===== src/rtl/geogenius_pkg.sv =====
// Shared types and helpers for the geogenius game and its automatic player.
// Pure declarations: no logic, no latency, no flow control.
package geogenius_pkg;

    localparam int LED_W = 8;

    typedef enum logic [3:0] {
        E_INICIAL   = 4'd0,
        E_INICIA    = 4'd1,
        E_OBSERVA   = 4'd2,
        E_ESPERA    = 4'd3,
        E_PRESSIONA = 4'd4,
        E_IGNORA    = 4'd5,
        E_FIM       = 4'd6
    } estado_t;

    function automatic logic is_onehot(input logic [LED_W-1:0] v);
        return (v != '0) && ((v & (v - 8'd1)) == '0);
    endfunction

    function automatic int max_int(input int a, input int b);
        return (a > b) ? a : b;
    endfunction

endpackage


===== src/rtl/jogador_automatico_seq_buffer.sv =====
// Sequence register file: append-only writes, clear, combinational read at index.
// Write lands 1 cycle later; writes while full are silently dropped (caller flags it).
module seq_buffer
    import geogenius_pkg::*;
#(
    parameter int DEPTH = 16,
    localparam int IDX_W = $clog2(DEPTH)
) (
    input  logic             clock,
    input  logic             reset,
    input  logic             clr,
    input  logic             wr_en,
    input  logic [LED_W-1:0] wr_dat,
    input  logic [IDX_W-1:0] rd_idx,
    output logic [LED_W-1:0] rd_dat,
    output logic [IDX_W:0]   count,
    output logic             full
);

    logic [LED_W-1:0] mem [DEPTH];

    assign full   = (count == (IDX_W+1)'(DEPTH));
    assign rd_dat = mem[rd_idx];

    always_ff @(posedge clock or negedge reset) begin
        if (!reset) begin
            count <= '0;
            for (int i = 0; i < DEPTH; i++) begin
                mem[i] <= '0;
            end
        end else if (clr) begin
            count <= '0;
        end else if (wr_en && !full) begin
            mem[count[IDX_W-1:0]] <= wr_dat;
            count                 <= count + (IDX_W+1)'(1);
        end
    end

endmodule


===== src/rtl/jogador_automatico.sv =====
// Autoplayer: records country LEDs shown by geogenius, then replays them on botoes.
// All outputs registered (1 cycle after inputs); no backpressure, the game paces itself.
module jogador_automatico
    import geogenius_pkg::*;
#(
    parameter int JOGAR_CYC   = 5,
    parameter int QUIET_CYC   = 100,
    parameter int GAP_CYC     = 10,
    parameter int PRESS_CYC   = 10,
    parameter int IGNORE_CYC  = 2100,
    parameter int MAX_JOGADAS = 16,
    localparam int NUM_W      = $clog2(MAX_JOGADAS) + 1
) (
    input  logic             clock,
    input  logic             reset,
    input  logic             habilita,
    input  logic [LED_W-1:0] leds,
    input  logic             ganhou,
    input  logic             perdeu,
    output logic             jogar,
    output logic [LED_W-1:0] botoes,
    output logic             fim,
    output logic             venceu,
    output logic             overflow,
    output logic [NUM_W-1:0] num_jogadas,
    output logic [3:0]       db_estado
);

    localparam int MAX_CYC = max_int(max_int(JOGAR_CYC, QUIET_CYC),
                                     max_int(max_int(GAP_CYC, PRESS_CYC), IGNORE_CYC));
    localparam int CNT_W   = $clog2(MAX_CYC + 1);

    estado_t          estado;
    logic [CNT_W-1:0] cnt;
    logic [CNT_W-1:0] quiet;
    logic [NUM_W-1:0] idx;
    logic [LED_W-1:0] leds_prev;
    logic [LED_W-1:0] rd_dat;
    logic             full;
    logic             evento_fim;
    logic             ativo;
    logic             captura;
    logic             buf_clr;

    function automatic logic [CNT_W-1:0] sat_inc(input logic [CNT_W-1:0] v);
        return (v == '1) ? v : v + CNT_W'(1);
    endfunction

    assign evento_fim = (ganhou || perdeu) && (estado != E_INICIAL) && (estado != E_FIM);
    assign ativo      = habilita && !evento_fim;
    // Only a fresh one-hot value counts; leds_prev is zeroed outside OBSERVA.
    assign captura    = ativo && (estado == E_OBSERVA) && is_onehot(leds) && (leds != leds_prev);
    assign buf_clr    = ativo && (((estado == E_INICIA) && (cnt == CNT_W'(JOGAR_CYC - 1))) ||
                                  ((estado == E_IGNORA) && (cnt == CNT_W'(IGNORE_CYC - 1))));
    assign db_estado  = estado;

    seq_buffer #(.DEPTH(MAX_JOGADAS)) u_seq_buffer (
        .clock  (clock),
        .reset  (reset),
        .clr    (buf_clr),
        .wr_en  (captura),
        .wr_dat (leds),
        .rd_idx (idx[NUM_W-2:0]),
        .rd_dat (rd_dat),
        .count  (num_jogadas),
        .full   (full)
    );

    always_ff @(posedge clock or negedge reset) begin
        if (!reset) begin
            estado    <= E_INICIAL;
            cnt       <= '0;
            quiet     <= '0;
            idx       <= '0;
            leds_prev <= '0;
            jogar     <= 1'b0;
            botoes    <= '0;
            fim       <= 1'b0;
            venceu    <= 1'b0;
            overflow  <= 1'b0;
        end else if (!habilita) begin
            estado    <= E_INICIAL;
            cnt       <= '0;
            quiet     <= '0;
            idx       <= '0;
            leds_prev <= '0;
            jogar     <= 1'b0;
            botoes    <= '0;
            fim       <= 1'b0;
            venceu    <= 1'b0;
            overflow  <= 1'b0;
        end else if (evento_fim) begin
            estado <= E_FIM;
            jogar  <= 1'b0;
            botoes <= '0;
            fim    <= 1'b1;
            venceu <= ganhou;
        end else begin
            leds_prev <= '0;
            if (captura && full) begin
                overflow <= 1'b1;
            end
            case (estado)
                E_INICIAL: begin
                    estado <= E_INICIA;
                    jogar  <= 1'b1;
                    cnt    <= '0;
                end
                E_INICIA: begin
                    if (cnt == CNT_W'(JOGAR_CYC - 1)) begin
                        estado <= E_OBSERVA;
                        jogar  <= 1'b0;
                        cnt    <= '0;
                        quiet  <= '0;
                    end else begin
                        cnt <= sat_inc(cnt);
                    end
                end
                E_OBSERVA: begin
                    leds_prev <= leds;
                    if (leds != '0) begin
                        quiet <= '0;
                    end else if (num_jogadas != '0) begin
                        // This sample is the QUIET_CYC-th dark cycle in a row.
                        if (quiet == CNT_W'(QUIET_CYC - 1)) begin
                            estado <= E_ESPERA;
                            idx    <= '0;
                            cnt    <= '0;
                            quiet  <= '0;
                        end else begin
                            quiet <= sat_inc(quiet);
                        end
                    end
                end
                E_ESPERA: begin
                    if (cnt == CNT_W'(GAP_CYC - 1)) begin
                        estado <= E_PRESSIONA;
                        botoes <= rd_dat;
                        cnt    <= '0;
                    end else begin
                        cnt <= sat_inc(cnt);
                    end
                end
                E_PRESSIONA: begin
                    if (cnt == CNT_W'(PRESS_CYC - 1)) begin
                        botoes <= '0;
                        cnt    <= '0;
                        idx    <= idx + NUM_W'(1);
                        estado <= ((idx + NUM_W'(1)) == num_jogadas) ? E_IGNORA : E_ESPERA;
                    end else begin
                        cnt <= sat_inc(cnt);
                    end
                end
                E_IGNORA: begin
                    if (cnt == CNT_W'(IGNORE_CYC - 1)) begin
                        estado <= E_OBSERVA;
                        cnt    <= '0;
                        quiet  <= '0;
                    end else begin
                        cnt <= sat_inc(cnt);
                    end
                end
                E_FIM: begin
                    fim <= 1'b1;
                end
                default: begin
                    estado <= E_INICIAL;
                end
            endcase
        end
    end

endmodule


===== config.mk =====
export PLATFORM = sky130hd
export DESIGN_NAME = jogador_automatico
export DESIGN_NICKNAME = d
export VERILOG_FILES = /design/src/rtl/geogenius_pkg.sv /design/src/rtl/jogador_automatico_seq_buffer.sv /design/src/rtl/jogador_automatico.sv
export SDC_FILE = /design/constraint.sdc
export NUM_CORES = 1
export LEC_CHECK = 0
export ABC_AREA = 1
export CAP_MARGIN = 20
export CELL_PAD_IN_SITES_DETAIL_PLACEMENT = 0
export CELL_PAD_IN_SITES_GLOBAL_PLACEMENT = 1
export CORE_MARGIN = 2
export CORE_UTILIZATION = 40
export DETAILED_ROUTE_END_ITERATION = 16
export PLACE_DENSITY = 0.78
export SLEW_MARGIN = 25
export SYNTH_ARGS = -nofsm -noshare
export SYNTH_HDL_FRONTEND = slang
export SYNTH_SLANG_ARGS = --single-unit
export TNS_END_PERCENT = 5

===== constraint.sdc =====
create_clock -name clock -period 2.1 [get_ports clock]
set_clock_uncertainty 0.2 [all_clocks]
set_input_delay 0.42 -clock clock [delete_from_list [all_inputs] [get_ports clock]]
set_output_delay 0.42 -clock clock [all_outputs]
set_load 0.005 [all_outputs]

==> reports/metrics.yaml <==
run_status:
  outcome: "finished with violations"
  failed_checks: "setup timing"
run:
  drv.max_cap_violation_count: 0
timing:
  report.final.slew_viol_count: 0
  rsz0062_at_grt: "yes"
  layout_worst_path_cycle_share: 1.05
  maxClockFrequency_mhz: 455
  timing.final.hold_violations: 0
  final_setup_violation_count: 136
  finalWorstPathRequiredPeriod_ps: 2200
  post_route_setup_slack_ps: -97.8
setup_path:
  setup.worst_path.class: "register to register"
  cp-start-kind: "register"
  critPathArrivalTime_ps: 2370
  critical_path_fanouts_max: 6
  crit_path_end_kind: "register"
  crit_required_ps: 2270
global_routing:
  globalRoute.busiestLayer: "met2"
  track_usage: 0.255
  grt_use_met2: 0.390
  grt_antenna_before_repair: 0
  grt_start_max_net_pins: 67
  met3_usage: 0.0521
  met1_usage: 0.367
  grt_overflow: 0
  first_global_vias: 10500
  grt_first_pass_wirelength_um: 57700
synth:
  distinct_cell_type_count_of_the_synthesized_netlist: 43
  synthesis.yosys.warnings: 0
  synth.net_count: 1469
  average_cell_area_after_synthesis_um2: 7.53
  count_of_mapped_cells_out_of_synthesis: 1447
  synth_sequential_area_ratio: 0.425
  mapped_cell_area_mm2: 0.0109
  synth_seq_cells: 185
routing:
  ant_nets: 0
  drc: 0
  dr.pass1.iters: 5
  post_drt_wl_per_cell_um: 18.5
  viasPerCell: 5.58
  vias: 10900
  drt_first_iter_violations: 1122
  wire_length_reported_by_the_detailed_router_um: 36300
cells_and_area:
  filler_cell_count: 2610
  instances_no_fill: 1957
  insertedDiodeCount: 0
  layout.nets: 1625
  layout_common_cells: "nand2_1, dfrtp_1, nand4_1"
  area_growth_from_synthesis_to_layout_pct: 28.3
  final_common_cell: "nand2_1"
  drive_above_1_share: 0.209
pwr:
  vdd.ir_drop.worst_mv: 0.540
  power.density_mw_per_mm2: 760
  total_leakage_power_nw: 6.89
placement:
  place_ws_ps: -687
  place_inst: 1892
  place.port_buffers: 32
  hpwlAfterDp_um: 22900
  gp_congestion: 0.844
floorplan:
  die_h_um: 169
  num_rows: 60
  core_area_mm2: 0.0269
  ioPinCount: 34
  starting_utilization_of_the_core_area: 0.405
  area_of_the_die_mm2: 0.0286
  die_x_um: 169
clock_network:
  clock_tree_from_tritoncts: "built"
  cts_num_sinks: 185
  htree_num_levels: 4
  cts_inserted_buffers: 17
  max-clock-path-buffers: 2
  clock_latency_ps: 440
  cts.clk_slew.worst_paths_ps: 80
  clk_root_buffer_cell: "clkbuf_16"
worst_hold_path:
  worstHoldPathType: "input pin to asynchronous set/reset pin"
logic make-up (layout without fill, tap and decap cells):
group,Yosys count,count (layout),share of synthesized area
simple gates,868,868,0.371
buf+inv,202,371,0.0893
flops,185,185,0.425
compound gates,168,168,0.0929
xor+xnor,14,14,0.0113
fa+ha+maj,9,9,0.0103
other cells,1,1,0.000344
per-stage QoR:
stage / power (mW) / setup TNS (ps) / hold WS [ps] / cell area [um^2] / utilization
2_1_floorplan: 5.49 / -3090 / -75.6 / 10900 / -
3_3_place_gp: 6.91 / -97950 / 137 / 12600 / 0.467
3_5_place_dp: 6.93 / -101060 / 138 / 12600 / 0.467
4_1_cts: 10.3 / -6360 / 232 / 13600 / 0.506
5_1_grt: 11.1 / -17440 / 245 / 14000 / 0.520
6_report: 10.6 / -5170 / 233 / 14000 / 0.520
repair_timing:
| item | 4_1_cts | 5_1_grt |
|---|---|---|
| hold buffers | 1 | 0 |
| gates cloned | 6 | 5 |
| hold endpoints to repair | 50 | 0 |
| pin swaps | 15 | 28 |
| buffers inserted | 13 | 9 |
| resized for setup | 47 | 92 |
| setup endpoints to repair | 171 | 179 |
routing by layer:
layer  wire [um]  vias to the layer above
met5           0                        -
met4         631                        0
met3        2770                       42
met2       16200                      456
met1       16700                     5246
li1            -                     5175
critical path, stage by stage (launching register included):
cell	delay, ps
dfrtp_2	430
buf_4	160
inv_4	60
nand2_4	60
nand3_4	150
inv_4	50
nor2_4	150
nand4_4	100
nor2_4	120
buf_12	150
buf_8	140
clkbuf_16	160
nand4_1	80
nand2_1	100
layout make-up:
| cell class | instances | area, um^2 | share of cell area |
|---|---|---|---|
| multi-input cells | 1060 | 5540 | 0.396 |
| flip-flops and latches | 185 | 4640 | 0.332 |
| repair buffers | 228 | 2350 | 0.168 |
| clock buffers | 18 | 439 | 0.0314 |
| well taps | 341 | 427 | 0.0305 |
| inverters | 111 | 424 | 0.0303 |
| clock inverters | 14 | 156 | 0.0112 |
synthesized netlist by cell type, drive strengths merged:
cell type,n,area share
clkinv,3,0.0010
xnor2,3,0.0024
a21oi,10,0.0046
nand3,82,0.039
buf,53,0.038
nand2,465,0.16
inv,108,0.037
or2,1,0.00057
nor2,145,0.056
a31oi,1,0.00057
ha,9,0.010
dfrtp,185,0.43
xor2,11,0.0088
o211ai,20,0.014
nor3,10,0.0046
nand4,162,0.11
nand3b,1,0.00069
clkbuf,38,0.013
o31ai,1,0.00069
nor3b,1,0.00069
and2,1,0.00057
conb,1,0.00034
a31o,1,0.00080
o221ai,15,0.012
a21boi,4,0.0052
o21ai,99,0.045
o22ai,17,0.0098
worst paths after layout:
kind	slack, ps	depth (start not counted)	from	to
setup reg to reg	-100	13	db_estado[0]	u_seq_buffer.mem[123]
max in group asynchronous	850	3	reset	u_seq_buffer.mem[76]
hold reg to reg	280	2	u_seq_buffer.mem[107]	u_seq_buffer.mem[107]
hold / removal	230	2	reset	cnt[1]
min in group clock	240	4	leds[1]	leds_prev[1]
setup / recovery	-100	13	db_estado[0]	u_seq_buffer.mem[123]
sequential cells by signal, summed over array words and instances (netlist names):
register and cells:
fim 1, venceu 1, quiet 12, u_seq_buffer.count 5, jogar 1, cnt 12
idx 5, overflow 1, u_seq_buffer.mem 128, db_estado 3, leds_prev 8, botoes 8
power by group:
part	total, mW	switching (mW)	leakage, nW	internal (mW)
registers	3.77	0.0977	2.51	3.67
logic	3.53	2.14	4.09	1.39
clock network	3.33	1.61	0.286	1.72
Power figures use the tool's default switching activity.
